## src/rtl/serial_pkg.sv

```systemverilog
// Shared definitions for the serial link between the bit serializer and the
// downstream sequence detector.
package serial_pkg;

   typedef enum logic {
      IDLE  = 1'b0,
      SHIFT = 1'b1
   } ser_state_t;

   localparam int SER_DEFAULT_WIDTH = 8;

endpackage : serial_pkg

```

## src/rtl/ser_hold_reg.sv

```systemverilog
// Single-entry holding register that parks the next word while the shifter
// is still busy with the current one.
module ser_hold_reg
   import serial_pkg::*;
#(
   parameter int WIDTH = SER_DEFAULT_WIDTH
) (
   input  logic             clk,
   input  logic             reset_n,
   input  logic             load,
   input  logic             unload,
   input  logic [WIDTH-1:0] din,
   output logic [WIDTH-1:0] dout,
   output logic             full
);

   // Occupancy flag: set on load, cleared when the shifter takes the word.
   // Load and unload never coincide because loads are refused while full.
   always_ff @(posedge clk or negedge reset_n) begin
      if (!reset_n) begin
         full <= 1'b0;
      end else if (load) begin
         full <= 1'b1;
      end else if (unload) begin
         full <= 1'b0;
      end
   end

   // Payload storage; meaningless while empty, so it carries no reset.
   always_ff @(posedge clk) begin
      if (load) begin
         dout <= din;
      end
   end

endmodule : ser_hold_reg

```

## src/rtl/bit_serializer.sv

```systemverilog
// Parallel-to-serial converter feeding the sequence detector. Words arrive
// over valid/ready, leave one bit per clock, and a one-word holding register
// lets consecutive words stream without a gap.
module bit_serializer
   import serial_pkg::*;
#(
   parameter int WIDTH     = SER_DEFAULT_WIDTH,
   parameter bit MSB_FIRST = 1'b1,
   parameter bit IDLE_BIT  = 1'b0
) (
   input  logic             clk,
   input  logic             reset_n,
   input  logic [WIDTH-1:0] in_data,
   input  logic             in_valid,
   output logic             in_ready,
   output logic             out_bit,
   output logic             out_valid,
   output logic             frame_start,
   output logic             busy
);

   localparam int            CW       = $clog2(WIDTH);
   localparam logic [CW-1:0] LAST_CNT = CW'(WIDTH - 1);

   ser_state_t       state;
   logic [CW-1:0]    cnt;
   logic [WIDTH-1:0] shreg;
   logic [WIDTH-1:0] hold_data;
   logic             hold_full;
   logic             accept;
   logic             last_bit;
   logic             hold_load;
   logic             hold_unload;

   // Advance the shifter so the next bit to send lands on the output end.
   function automatic logic [WIDTH-1:0] shift_one(input logic [WIDTH-1:0] v);
      if (MSB_FIRST) begin
         return {v[WIDTH-2:0], 1'b0};
      end else begin
         return {1'b0, v[WIDTH-1:1]};
      end
   endfunction

   // Readiness depends only on registered state, never on in_valid.
   assign in_ready = !hold_full;
   assign accept   = in_valid && in_ready;
   assign last_bit = (cnt == LAST_CNT);

   // A word goes to the hold register only when the shifter cannot take it
   // this edge; on the last bit an accepted word bypasses the hold register.
   assign hold_load   = accept && (state == SHIFT) && !last_bit;
   assign hold_unload = (state == SHIFT) && last_bit && hold_full;

   ser_hold_reg #(
      .WIDTH (WIDTH)
   ) u_hold (
      .clk     (clk),
      .reset_n (reset_n),
      .load    (hold_load),
      .unload  (hold_unload),
      .din     (in_data),
      .dout    (hold_data),
      .full    (hold_full)
   );

   // Control FSM and bit counter; the counter restarts whenever a new word
   // enters the shifter.
   always_ff @(posedge clk or negedge reset_n) begin
      if (!reset_n) begin
         state <= IDLE;
         cnt   <= '0;
      end else begin
         case (state)
            IDLE: begin
               if (accept) begin
                  state <= SHIFT;
                  cnt   <= '0;
               end
            end
            SHIFT: begin
               if (last_bit) begin
                  cnt <= '0;
                  if (!hold_full && !accept) begin
                     state <= IDLE;
                  end
               end else begin
                  cnt <= cnt + 1'b1;
               end
            end
            default: begin
               state <= IDLE;
               cnt   <= '0;
            end
         endcase
      end
   end

   // Shift register datapath; priority on the last bit is hold first, then
   // a direct load, so word order is preserved.
   always_ff @(posedge clk) begin
      if (state == IDLE) begin
         if (accept) begin
            shreg <= in_data;
         end
      end else if (last_bit) begin
         if (hold_full) begin
            shreg <= hold_data;
         end else if (accept) begin
            shreg <= in_data;
         end
      end else begin
         shreg <= shift_one(shreg);
      end
   end

   // Output decode from registered state only; reset forces idle fill at once.
   assign out_valid   = (state == SHIFT);
   assign frame_start = out_valid && (cnt == '0);
   assign busy        = out_valid || hold_full;
   assign out_bit     = out_valid ? (MSB_FIRST ? shreg[WIDTH-1] : shreg[0])
                                  : IDLE_BIT;

endmodule : bit_serializer

```

## config.mk

```make
export PLATFORM = sky130hd
export DESIGN_NAME = bit_serializer
export DESIGN_NICKNAME = d
export VERILOG_FILES = /design/src/rtl/serial_pkg.sv /design/src/rtl/ser_hold_reg.sv /design/src/rtl/bit_serializer.sv
export SDC_FILE = /design/constraint.sdc
export NUM_CORES = 1
export LEC_CHECK = 0
export ABC_CLOCK_PERIOD_IN_PS = 3800
export CAP_MARGIN = 30
export CORE_UTILIZATION = 58
export DETAILED_ROUTE_END_ITERATION = 6
export DONT_BUFFER_PORTS = 1
export PLACE_DENSITY = 0.84
export REMOVE_ABC_BUFFERS = 1
export SYNTH_ARGS = -nofsm -noshare
export SYNTH_HDL_FRONTEND = slang
export SYNTH_SLANG_ARGS = --single-unit
```

## constraint.sdc

```tcl
create_clock -name clk -period 3.8 [get_ports clk]
set_input_delay 0.38 -clock clk [delete_from_list [all_inputs] [get_ports clk]]
set_output_delay 0.38 -clock clk [all_outputs]
set_load 0.01 [all_outputs]
```

Word-level counts from Yosys, hierarchy flattened
Index checks and enable logic that the tools add are counted.
- add/subtract/negate cells: 1
- equality and inequality tests: 2
- mux-type cells: 14
- bitwise gates (word level): 1
- reduce and logical (&&, ||, !) cells: 13
- operator list (operator ; count):
    $mux W8 ; 4
    $logic_and A1 B1 Y1 ; 7
    $mux W1 ; 6
    $mux W3 ; 2
    $pmux W3 S2 ; 1
    $add A3 B1 Y3 const B ; 1
    $eq A3 B3 Y1 const B ; 1
    $logic_not A1 Y1 ; 3
    $logic_not A3 Y1 ; 1
    $ne A2 B2 Y1 const B ; 1
    $pmux W1 S2 ; 1
    $reduce_bool A2 Y1 ; 1
    $logic_or A1 B1 Y1 ; 1
    $not A1 Y1 ; 1
- register bits: 21
- bits of input ports: 11
- output and inout bits: 5
- logic and storage cells: 36

Longest topological paths before layout
- depth in word-level cells: 7
- depth in mapped cells: 6
- gate-level depth less buffers: 5

Modules after synthesis
From an unflattened synthesis, not the netlist that was laid out.
- cells, all modules: 87
- area total of the unflattened synthesis: 915.9 um2
- by module, submodules not included (module ; times used ; cells an instance ; area each (um2) ; sequential area each (um2)):
    bit_serializer ; 1 ; 76 ; 639.4 ; 260.2
    ser_hold_reg ; 1 ; 11 ; 276.5 ; 265.3

Least setup slack after synthesis
No wires, ideal clock.
- kind: register to register
- from: reg cnt[0]
- to: reg u_hold.dout[0], enable pin
- setup time: 0.332 ns
- arrival time: 1.109 ns
- required time: 3.468 ns
- setup slack: 2.360 ns
- cell stages (with the launch flop): 5
- path buffers: 0
- clock period less this slack: 1.440 ns
- cell sequence: dfrtp_1 -> ha_1 -> ha_1 -> inv_1 -> and3_1
- cells in the longest elaborated chain, start to end: 3
- ends and longest elaborated chain (item ; RTL line ; text):
    from (decl) ; bit_serializer.sv:26 ; logic [CW-1:0] cnt;
    from (signal assigned) ; bit_serializer.sv:87 ; cnt <= cnt + 1'b1;
    $eq A3 B3 Y1 ; bit_serializer.sv:47 ; assign last_bit = (cnt == LAST_CNT);
    $logic_not A1 Y1 ; bit_serializer.sv:51 ; assign hold_load = accept && (state == SHIFT) && !last_bit;
    $logic_and A1 B1 Y1 ; bit_serializer.sv:51 ;
    net hold_load ; bit_serializer.sv:32 ; logic hold_load;
    to (signal assigned) ; ser_hold_reg.sv:32 ; dout <= din;
    to (decl) ; ser_hold_reg.sv:13 ; output logic [WIDTH-1:0] dout,
The timed path passes the listed nets, and every way through them passes these cells.
A chain may end at the register's enable or synchronous reset.

Worst setup path after layout
- from: reg u_hold.full
- to: reg u_hold.dout[3], enable pin
- cells in the longest elaborated chain, start to end: 4
- ends and longest elaborated chain (item ; RTL line ; text):
    from (decl) ; ser_hold_reg.sv:14 ; output logic full
    from (signal assigned) ; ser_hold_reg.sv:21 ; full <= 1'b0;
    from (signal assigned) ; ser_hold_reg.sv:23 ; full <= 1'b1;
    from (signal assigned) ; ser_hold_reg.sv:25 ; full <= 1'b0;
    $logic_not A1 Y1 ; bit_serializer.sv:45 ; assign in_ready = !hold_full;
    $logic_and A1 B1 Y1 ; bit_serializer.sv:46 ; assign accept = in_valid && in_ready;
    $logic_and A1 B1 Y1 (2 in a row) ; bit_serializer.sv:51 ;
    net hold_load ; bit_serializer.sv:32 ;
The timed path passes the listed nets, and every way through them passes these cells.

==> results summary <==
The wire length on met2 came out at ~700 µm. The area of the mapped netlist is 910 µm². The number of instances in the placed design came out at 95. The clock transition at the registers of the reported paths came out at 0.10 ns. From synthesis to final layout, the design area changed by 2.89%.

The count of cell types in the netlist came out at 25. Summing the areas of all fa, ha and maj instances in the mapped netlist gives 5.50% of the synthesized area. The critical path data required time is 3.77 ns.

The total global-route track usage came out at 20.8%. The signal on the critical path passes through nor2b_1 > and3_1. The leakage power figure came out at 0.000367 µW. The post-route setup TNS is 0 ns. The fraction of the mapped netlist area in simple logic gates came out at a little over an eighth. Leaving out fill and tap cells, the most frequent cell in the layout is nand2_1. The DRC violation count after routing is 0. The number of buffers between clock root and the deepest sink is 2. The number of global-route vias before repair came out at between 500 and 600. The worst register-to-register path ends at u_hold.dout[3]. The first global-routing pass estimated between 2000 and 3000 µm of wire. The number of top-level design ports is 16. The number of instances in the synthesized netlist is 85. The largest family of logic cells by synthesized area is compound AO/OA/AOI/OAI gates.

The die boundary width is 41.6 µm. The post-CTS resize count came out at 0. The root buffer cell is clkbuf_4. The setup check on the worst reg-to-reg path leaves a slack of 1.90 ns. The final number of setup-violating endpoints is 0. The uppermost metal layer occupied by signal nets is met4. For the pin with the worst max-slew slack, the measured transition is 0.751 ns. The beginning of the critical path is u_hold.full. The final non-filler cell total is 100. STA classifies the critical path startpoint as a flip-flop.

The cell count along the critical path is 2. The fraction of synthesized cell area taken by the top area cell type came out at 26.4%. In this run the critical register-to-register path is launched from u_hold.full.

The worst setup path is of the reg -> reg kind. The run finished with clean final reports. Among cell families on the critical path, the largest total delay comes from simple AND/OR/NAND/NOR gates. The full die area is 1730 µm². Setup repair after global routing left no endpoint under its margin. The number of detailed-routing iterations run before antenna repair came out at 4.

Summed over all layers, the global routing overflow is 0. The completed layout was analyzed and its total power is 781 µW. The largest fanout on the critical path came out at 11.

The net count reported at finish is approximately 100. The routed layout has 650 vias. After floorplanning, the core was sized to cover between 1000 and 1500 µm².

The total routed wirelength came out at 1630 µm. The compound-cell area share of the yosys netlist came out at 18.2%. The worst reg-to-reg path cell count is 2.

TritonCTS built the clock tree. Averaged over all synthesized cells, the footprint is ~11 µm². The worst max-slew margin expressed relative to the limit came out at 49.8%.

For this design, the slowest cell found on the critical path is nor2b_1. The cell area power density came out at 835 nW/µm². The routed metal-1 wire length came out at 729 µm.

At the end of routability-driven placement, the weighted congestion stood at just under 0.8. The worst hold path begins at in_data[0]. The proportion of synthesized area in mux cells came out at 0%.

The count of synthesis-stage warnings from yosys is 0. The largest total area in the synthesized netlist belongs to edfxtp_1. The clock sink count is 21.

The capture endpoint of the worst hold path is u_hold.dout[0]. The final-report hold violation count is 0. The largest net degree at the start of global routing came out at 24. The HPWL after detailed placement is 1080 µm. The initial antenna violation count is 0. The vertical extent of the die is 41.6 µm. In the layout the commonest cells are 18 x nand2_1, 8 x dfxtp_1, 8 x edfxtp_1. The arrival time of data at the critical path endpoint is 1.87 ns. STA classifies the critical path endpoint as a flip-flop.

Sorting the synthesized cells by area gives the leading types as edfxtp_1 26%, dfxtp_1 18%, dfrtp_1 14%, nand2_1 7.4%, a32oi_1 6.7%. Cells with a size suffix above 1 make up 5.88% of the layout. The final setup skew is between 0.008 and 0.009 ns. In this run, synthesis produced a sequential element count of 21.

The worst vdd rail ir drop is 0.000602 V. After clock tree synthesis, the flow added hold-fix buffers numbering 1. Buffers inserted during clock tree synthesis total 3. The number of antenna diodes is 0. The length of routed met3 wiring came out at 169 µm. The worst hold path was traced through 0 stages. The initial core utilization is roughly 66%. The fmax came out at about 530 MHz. The highest cell delay on the worst timing path came out at about 0.62 ns. The clock period minus final worst setup slack is 1.90 ns.

The deepest level of the CTS H-tree is 1. Dividing the final minimum period by the clock period gives 50.0%. The post-detailed-route via-to-cell ratio came out at 6.50. The xor and xnor area share after synthesis is 0%.

The later-pin clock latency in the skew report came out at 0.30 ns. The number of buffers and inverters on the critical path is 0. The number of violations of the max-capacitance limit is 0. The standard-cell row count is 13. The number of max-slew violations in the final report is 0.

Once detail routing completed, the nets flagged for antenna violations numbered 0. Post-CTS timing repair inserted 0 buffers for setup. The min-delay analysis places its worst path in the category in -> reg. The proportion of synthesized chip area in sequential cells is 57.8%. The violation count after the first detailed-route iteration came out at 44. Input and output buffers added on the ports amount to 0. In the final routed layout, each cell accounts on average for between 15 and 20 µm.
[metrics by stage]
| step | instance area [µm²] | util, % | setup WS [ns] | hold slack (ns) |
|---|---|---|---|---|
| 2_1_floorplan | 881 | - | 2.23 | 0.0844 |
| 3_3_place_gp | 900 | 65.1 | 2.02 | 0.0845 |
| 3_5_place_dp | 900 | 65.1 | 1.97 | 0.0845 |
| 4_1_cts | 936 | 67.7 | 1.95 | 0.157 |
| 5_1_grt | 936 | 67.7 | 1.79 | 0.137 |
| 6_report | 936 | 67.7 | 1.90 | 0.166 |
[cells in the mapped netlist]
cell type,count
nor2b_1,1
a211oi_1,1
buf_4,2
o22ai_1,7
inv_1,5
edfxtp_1,8
and3_1,1
or2_2,1
o31ai_1,2
nand2b_1,1
nand3_1,2
a32oi_1,7
dfrtp_1,5
buf_2,2
a21oi_1,2
and2_1,1
clkbuf_1,1
nand2_1,18
a211oi_2,1
dfxtp_1,8
and3b_1,1
nor2_1,1
ha_1,4
o21ai_1,1
o21ai_0,2
[cell families after synthesis]
kind of cell	count (synthesis)
simple gates	27
flops	21
buf+inv	10
compound gates	23
fa+ha+maj	4
[flip-flops by register name, indices dropped and copies added (netlist names)]
register     cells
shreg            8
u_hold.full      1
u_hold.dout      8
cnt              3
out_valid        1
[per-layer routing]
metal / up-vias / track usage (%)
li1: 309 / -
met1: 299 / 27.9
met2: 37 / 28.1
met3: 5 / 10.0
met4: 0 / 9.68
met5: - / 0
[how the worst max path moves through the flow]
| stage | endpoint | slack (ns) |
|---|---|---|
| floorplan | u_hold.dout[0] | 2.23 |
| global placement | shreg[3] | 2.02 |
| detailed placement | u_hold.dout[2] | 1.97 |
| CTS | u_hold.dout[6] | 1.95 |
| global route | shreg[4] | 1.79 |
| finish | u_hold.dout[3] | 1.90 |
[where the power goes]
group,switching [µW],leakage [µW],internal [µW],total [µW]
combinational,161,0.000157,120,281
clock,59.6,0.0000150,40.9,101
sequential,80.0,0.000195,320,400
[layout make-up]
cell class                 count  area (µm²)
inverter                       5        18.8
multi-input combinational     54         337
timing repair buffer           1        10.0
tap                           15        18.8
fill                          89         447
sequential                    21         526
clock buffer                   4        26.3
(Power assumes the default switching activity.)
